==> src/rtl/mmio_io_unit.sv <==
// CPU IO-bus peripheral: LED register, synchronized switches, single-entry TX
// buffer, RX FIFO and sticky error flags, with a combinational read path.
module mmio_io_unit #(
    parameter int RX_DEPTH = 4,
    parameter int LED_W    = 16,
    parameter int SW_W     = 16
) (
    input  logic             clk,
    input  logic             rstn,
    input  logic [7:0]       io_addr,
    input  logic [31:0]      io_dout,
    input  logic             io_we,
    input  logic             io_rd,
    output logic [31:0]      io_din,
    output logic [LED_W-1:0] led,
    input  logic [SW_W-1:0]  sw,
    output logic [31:0]      tx_data,
    output logic             tx_vld,
    input  logic             tx_rdy,
    input  logic [31:0]      rx_data,
    input  logic             rx_vld,
    output logic             rx_rdy
);
    localparam int PW = (RX_DEPTH > 1) ? $clog2(RX_DEPTH) : 1;
    localparam int CW = PW + 1;

    localparam logic [7:0] A_LED     = 8'h00;
    localparam logic [7:0] A_TX_STAT = 8'h04;
    localparam logic [7:0] A_TX_DATA = 8'h08;
    localparam logic [7:0] A_RX_STAT = 8'h0C;
    localparam logic [7:0] A_RX_DATA = 8'h10;
    localparam logic [7:0] A_ERR     = 8'h14;
    localparam logic [7:0] A_SW      = 8'h18;

    logic [LED_W-1:0] led_q, led_d;
    logic [SW_W-1:0]  sw_meta_q, sw_sync_q;
    logic [31:0]      tx_data_q, tx_data_d;
    logic             tx_vld_q, tx_vld_d;
    logic [1:0]       err_q, err_d;
    logic [CW-1:0]    cnt_q, cnt_d;
    logic [PW-1:0]    wptr_q, wptr_d, rptr_q, rptr_d;
    logic [31:0]      mem [RX_DEPTH];

    logic wr_led, wr_tx, wr_err, rd_rx, push, pop, ovr_set, udr_set;

    assign wr_led  = io_we && (io_addr == A_LED);
    assign wr_tx   = io_we && (io_addr == A_TX_DATA);
    assign wr_err  = io_we && (io_addr == A_ERR);
    assign rd_rx   = io_rd && (io_addr == A_RX_DATA);
    assign rx_rdy  = (cnt_q < CW'(RX_DEPTH));
    assign push    = rx_vld && rx_rdy;
    assign pop     = rd_rx && (cnt_q != '0);
    assign udr_set = rd_rx && (cnt_q == '0);
    // A store into a slot that is still held and not draining this edge is lost.
    assign ovr_set = wr_tx && tx_vld_q && !tx_rdy;

    assign led     = led_q;
    assign tx_data = tx_data_q;
    assign tx_vld  = tx_vld_q;

    always_comb begin
        io_din = '0;
        case (io_addr)
            A_LED:     io_din = 32'(led_q);
            A_TX_STAT: io_din[0] = ~tx_vld_q;
            A_RX_STAT: begin
                io_din[0]   = (cnt_q != '0);
                io_din[8:4] = 5'(cnt_q);
            end
            A_RX_DATA: if (cnt_q != '0) io_din = mem[rptr_q];
            A_ERR:     io_din[1:0] = err_q;
            A_SW:      io_din = 32'(sw_sync_q);
            default:   io_din = '0;
        endcase
    end

    always_comb begin
        led_d     = led_q;
        tx_data_d = tx_data_q;
        tx_vld_d  = tx_vld_q;
        err_d     = err_q;
        cnt_d     = cnt_q;
        wptr_d    = wptr_q;
        rptr_d    = rptr_q;

        if (wr_led) led_d = io_dout[LED_W-1:0];

        if (wr_tx && (!tx_vld_q || tx_rdy)) begin
            tx_data_d = io_dout;
            tx_vld_d  = 1'b1;
        end else if (tx_vld_q && tx_rdy) begin
            tx_vld_d  = 1'b0;
        end

        // Clear first, then OR in this edge's events so a set is never lost.
        if (wr_err) err_d = err_q & ~io_dout[1:0];
        err_d = err_d | {udr_set, ovr_set};

        if (push) wptr_d = wptr_q + PW'(1);
        if (pop)  rptr_d = rptr_q + PW'(1);
        case ({push, pop})
            2'b10:   cnt_d = cnt_q + CW'(1);
            2'b01:   cnt_d = cnt_q - CW'(1);
            default: cnt_d = cnt_q;
        endcase
    end

    always_ff @(posedge clk or negedge rstn) begin
        if (!rstn) begin
            led_q     <= '0;
            sw_meta_q <= '0;
            sw_sync_q <= '0;
            tx_data_q <= '0;
            tx_vld_q  <= 1'b0;
            err_q     <= '0;
            cnt_q     <= '0;
            wptr_q    <= '0;
            rptr_q    <= '0;
        end else begin
            led_q     <= led_d;
            sw_meta_q <= sw;
            sw_sync_q <= sw_meta_q;
            tx_data_q <= tx_data_d;
            tx_vld_q  <= tx_vld_d;
            err_q     <= err_d;
            cnt_q     <= cnt_d;
            wptr_q    <= wptr_d;
            rptr_q    <= rptr_d;
        end
    end

    // Storage needs no reset: only entries below count are ever read.
    always_ff @(posedge clk) begin
        if (push) mem[wptr_q] <= rx_data;
    end
endmodule

==> config.mk <==
export PLATFORM = sky130hd
export DESIGN_NAME = mmio_io_unit
export DESIGN_NICKNAME = d
export VERILOG_FILES = /design/src/rtl/mmio_io_unit.sv
export SDC_FILE = /design/constraint.sdc
export NUM_CORES = 1
export LEC_CHECK = 0
export CAP_MARGIN = 20
export CELL_PAD_IN_SITES_DETAIL_PLACEMENT = 0
export CELL_PAD_IN_SITES_GLOBAL_PLACEMENT = 1
export CORE_MARGIN = 1
export CORE_UTILIZATION = 40
export DETAILED_ROUTE_END_ITERATION = 8
export GPL_TIMING_DRIVEN = 1
export PLACE_DENSITY = 0.79
export SLEW_MARGIN = 40
export SYNTH_ARGS = -nofsm -noshare
export SYNTH_HDL_FRONTEND = slang
export SYNTH_SLANG_ARGS = --single-unit
==> constraint.sdc <==
create_clock -name clk -period 3.04 [get_ports clk]
set_input_delay 0.304 -clock clk [delete_from_list [all_inputs] [get_ports clk]]
set_output_delay 0.304 -clock clk [all_outputs]
set_load 0.01 [all_outputs]
==> results.toml <==
[outcome]
status = "finished clean"

[die]
fp.dieW_microns = 148
io_pins = 176
coreArea_sq_um = 20500
die-area_sq_um = 21800
initial_core_util_pct = 41.4
dieHeight_microns = 148
std_cell_rows = 52

[worst_hold_path]
holdPathStages = 1
worstHoldPathType = "input pin to flop"

[critical_path]
end_kind = "primary output"
crit_fanout = 22
rr_worst_depth = 9
cp-start-kind = "input pin"
critical_path_class = "input pin to primary output"
cp_data_arrival_time_ps = 2640
cp.required_ps = 2740

[global_routing]
grt_pass1_vias = 5079
grt_pass1_wl_microns = 28000
grt_max_degree = 72
antenna_found_initial = 1
track_usage_pct = 16.6
overflow = 0

[clock_tree]
clockBufferDepth = 3
cts_max_level = 1
clkTransAtPathRegs_ps = 60
ctsRootBufferMaster = "clkbuf_16"
cts_tree = "done"
clk_latency_ps = 520
numCtsBuffers = 24
clkSinkCount = 218

[routing]
drt-initial-drc-count = 119
viasPerCell = 4.90
wire_per_inst_microns = 18.6
wirelength_microns = 17700
postRouteAntennaNets = 0
drc = 0
vias = 4649
drt_first_pass_iters = 4

[run]
drv_cap = 0

[logic_synthesis]
ys_seq_elements = 218
synth_flop_cell = "edfxtp_1"
yosys-top-cells-area = "edfxtp_1 (45%), dfrtp_1 (27%), mux4_2 (8.5%)"
synth_top_area_share_pct = 45.3
synth_edf_count = 128
yosys.area.top_type = "edfxtp_1"
syn_inst = 454
syn-num-nets = 554
avgSynthCellArea_sq_um = 18.7
ys_types = 41
ys_warn_count = 0
netlist_area_sq_um = 8480
ys_async_sr_fraction_pct = 41.3
seq_area_frac_synth_pct = 71.9

[sta]
rsz0062_at_grt = "true"
hold_violations = 0
drv_slew = 0
tightest_slew_ps = 644
setup_slack_ps = 98.4
max_slew_margin_pct = 57.0
max_freq_ghz = 0.340
setup_viol = 0
timing.final.crit_period_ps = 2940
fin_crit_sh_pct = 96.8
clock_skew_ps = 18.1

[placed_design]
dp.cells = 900
placed_area_sq_um = 10600
dp_worst_setup_slack_ps = 33.8
io_buffers = 175
place_hpwl_microns = 11900
globalplace.congestion = 0.780

[layout]
final-seq-area_sq_um = 6100
antenna_cells = 0
fin_cells = 949
multi_input_area_sq_um = 2200
area_growth_pct = 34.7
filler_cell_count = 1633
final_layout_size_suffix_gt1_share_pct = 22.5
fin_area_sq_um = 11400
fin_nets = 764

[power_and_ir_drop]
leakage_nw = 4.44
p_total_mw = 7.11
vdd_ir_drop_max_v = 0.000444
power.density_nw_per_um2 = 622
-- state kept, by name, indices dropped and copies added, names as in the netlist --
signal and cells:
sw_meta_q 16, tx_data 32, err_q 2, cnt_q 3, tx_vld 1, led 16, rptr_q 2, mem 128
sw_sync_q 16, wptr_q 2
-- where the power goes --
group	switching (mW)	internal (mW)	total (mW)
combinational	0.422	0.427	0.849
sequential	0.113	3.49	3.61
clock	1.10	1.55	2.65
-- what timing repair did --
action / 4_1_cts / 5_1_grt
hold buffers: 1 / 0
endpoints found under the hold margin: 69 / 0
buffers inserted: 0 / 7
setup endpoints to repair: 19 / 23
pin swaps: 0 / 0
gates resized for setup: 2 / 4
-- Yosys cell counts, types with 5 or more instances --
cell type / count
mux2_4: 30
and2_1: 21
a22oi_1: 10
clkbuf_1: 11
nand3_1: 6
inv_1: 9
mux2_2: 18
nand2_1: 30
a21oi_1: 5
dfrtp_1: 90
nor2_1: 5
ha_1: 5
edfxtp_1: 128
mux4_2: 32
-- worst paths after layout --
| kind | startpoint | endpoint | slack, ps |
|---|---|---|---|
| worst min register to register | sw_meta_q[1] | sw_sync_q[1] | 350 |
| min in group asynchronous | rstn | tx_data[10] | 370 |
| max in group asynchronous | rstn | tx_data[23] | 2020 |
| worst max-delay path | io_addr[5] | io_din[4] | 100 |
| worst max register to register | cnt_q[0] | cnt_q[2] | 990 |
| worst min-delay path | sw[9] | sw_meta_q[9] | 220 |
-- layer usage --
layer | track usage (%) | vias up | share of wire (%)
met5 | 0 | - | 0.068
met4 | 4.12 | 2 | 2.1
met3 | 4.88 | 31 | 8.5
met2 | 27.3 | 170 | 47
met1 | 21.7 | 2309 | 43
li1 | - | 2137 | -
-- through the flow --
step	hold WS [ps]	setup TNS (ps)	utilization [%]
after floorplan	8.41	0	-
after global placement	337	0	51.7
after detailed placement	335	0	51.7
after CTS	199	0	55.4
after global routing	199	-5.30	55.7
final	224	0	55.7
-- kinds of logic after synthesis --
family                   Yosys count  share of synthesized area (%)
multiplexers                      81                           16.3
buffers and inverters             33                           2.43
AO/OA/AOI/OAI                     26                           2.26
flip-flops                       218                           71.9
AND/OR/NAND/NOR                   84                           5.52
XOR/XNOR                           6                          0.620
adder cells (fa/ha/maj)            6                          0.974
-- final cells by class --
class / count / share of cell area [%]
multi-input combinational: 203 / 19.3
clock buffer: 31 / 5.49
clock inverter: 10 / 0.931
sequential: 218 / 53.4
timing repair buffer: 208 / 17.7
tap: 270 / 2.96
inverter: 9 / 0.296
-- critical path: stages --
cell and delay (ps):
clkdlybuf4s50_1 400, or4_4 590, nor4_4 380, buf_6 250
a221o_1 170, clkdlybuf4s50_1 540
-- layout by cell type, fill, tap and decap left out, types with 2 or more instances in the layout --
cell	n
ha_1	5
clkinv_1	4
xnor2_1	4
a22oi_1	10
a221o_1	4
nor2_1	5
mux2_2	18
buf_6	4
clkbuf_1	7
clkbuf_16	24
and2_1	21
a21oi_1	5
nor4_1	2
nand2b_1	3
clkinv_2	3
or2_2	2
mux2_4	30
nand3_1	6
inv_1	9
nor4_2	2
o21ai_0	2
nand2_1	30
nor2b_1	3
dfrtp_1	89
buf_4	29
nor4_4	2
xor2_1	2
mux4_2	32
clkdlybuf4s50_1	173
edfxtp_1	128
No activity file was read; power rests on OpenSTA's default activity.
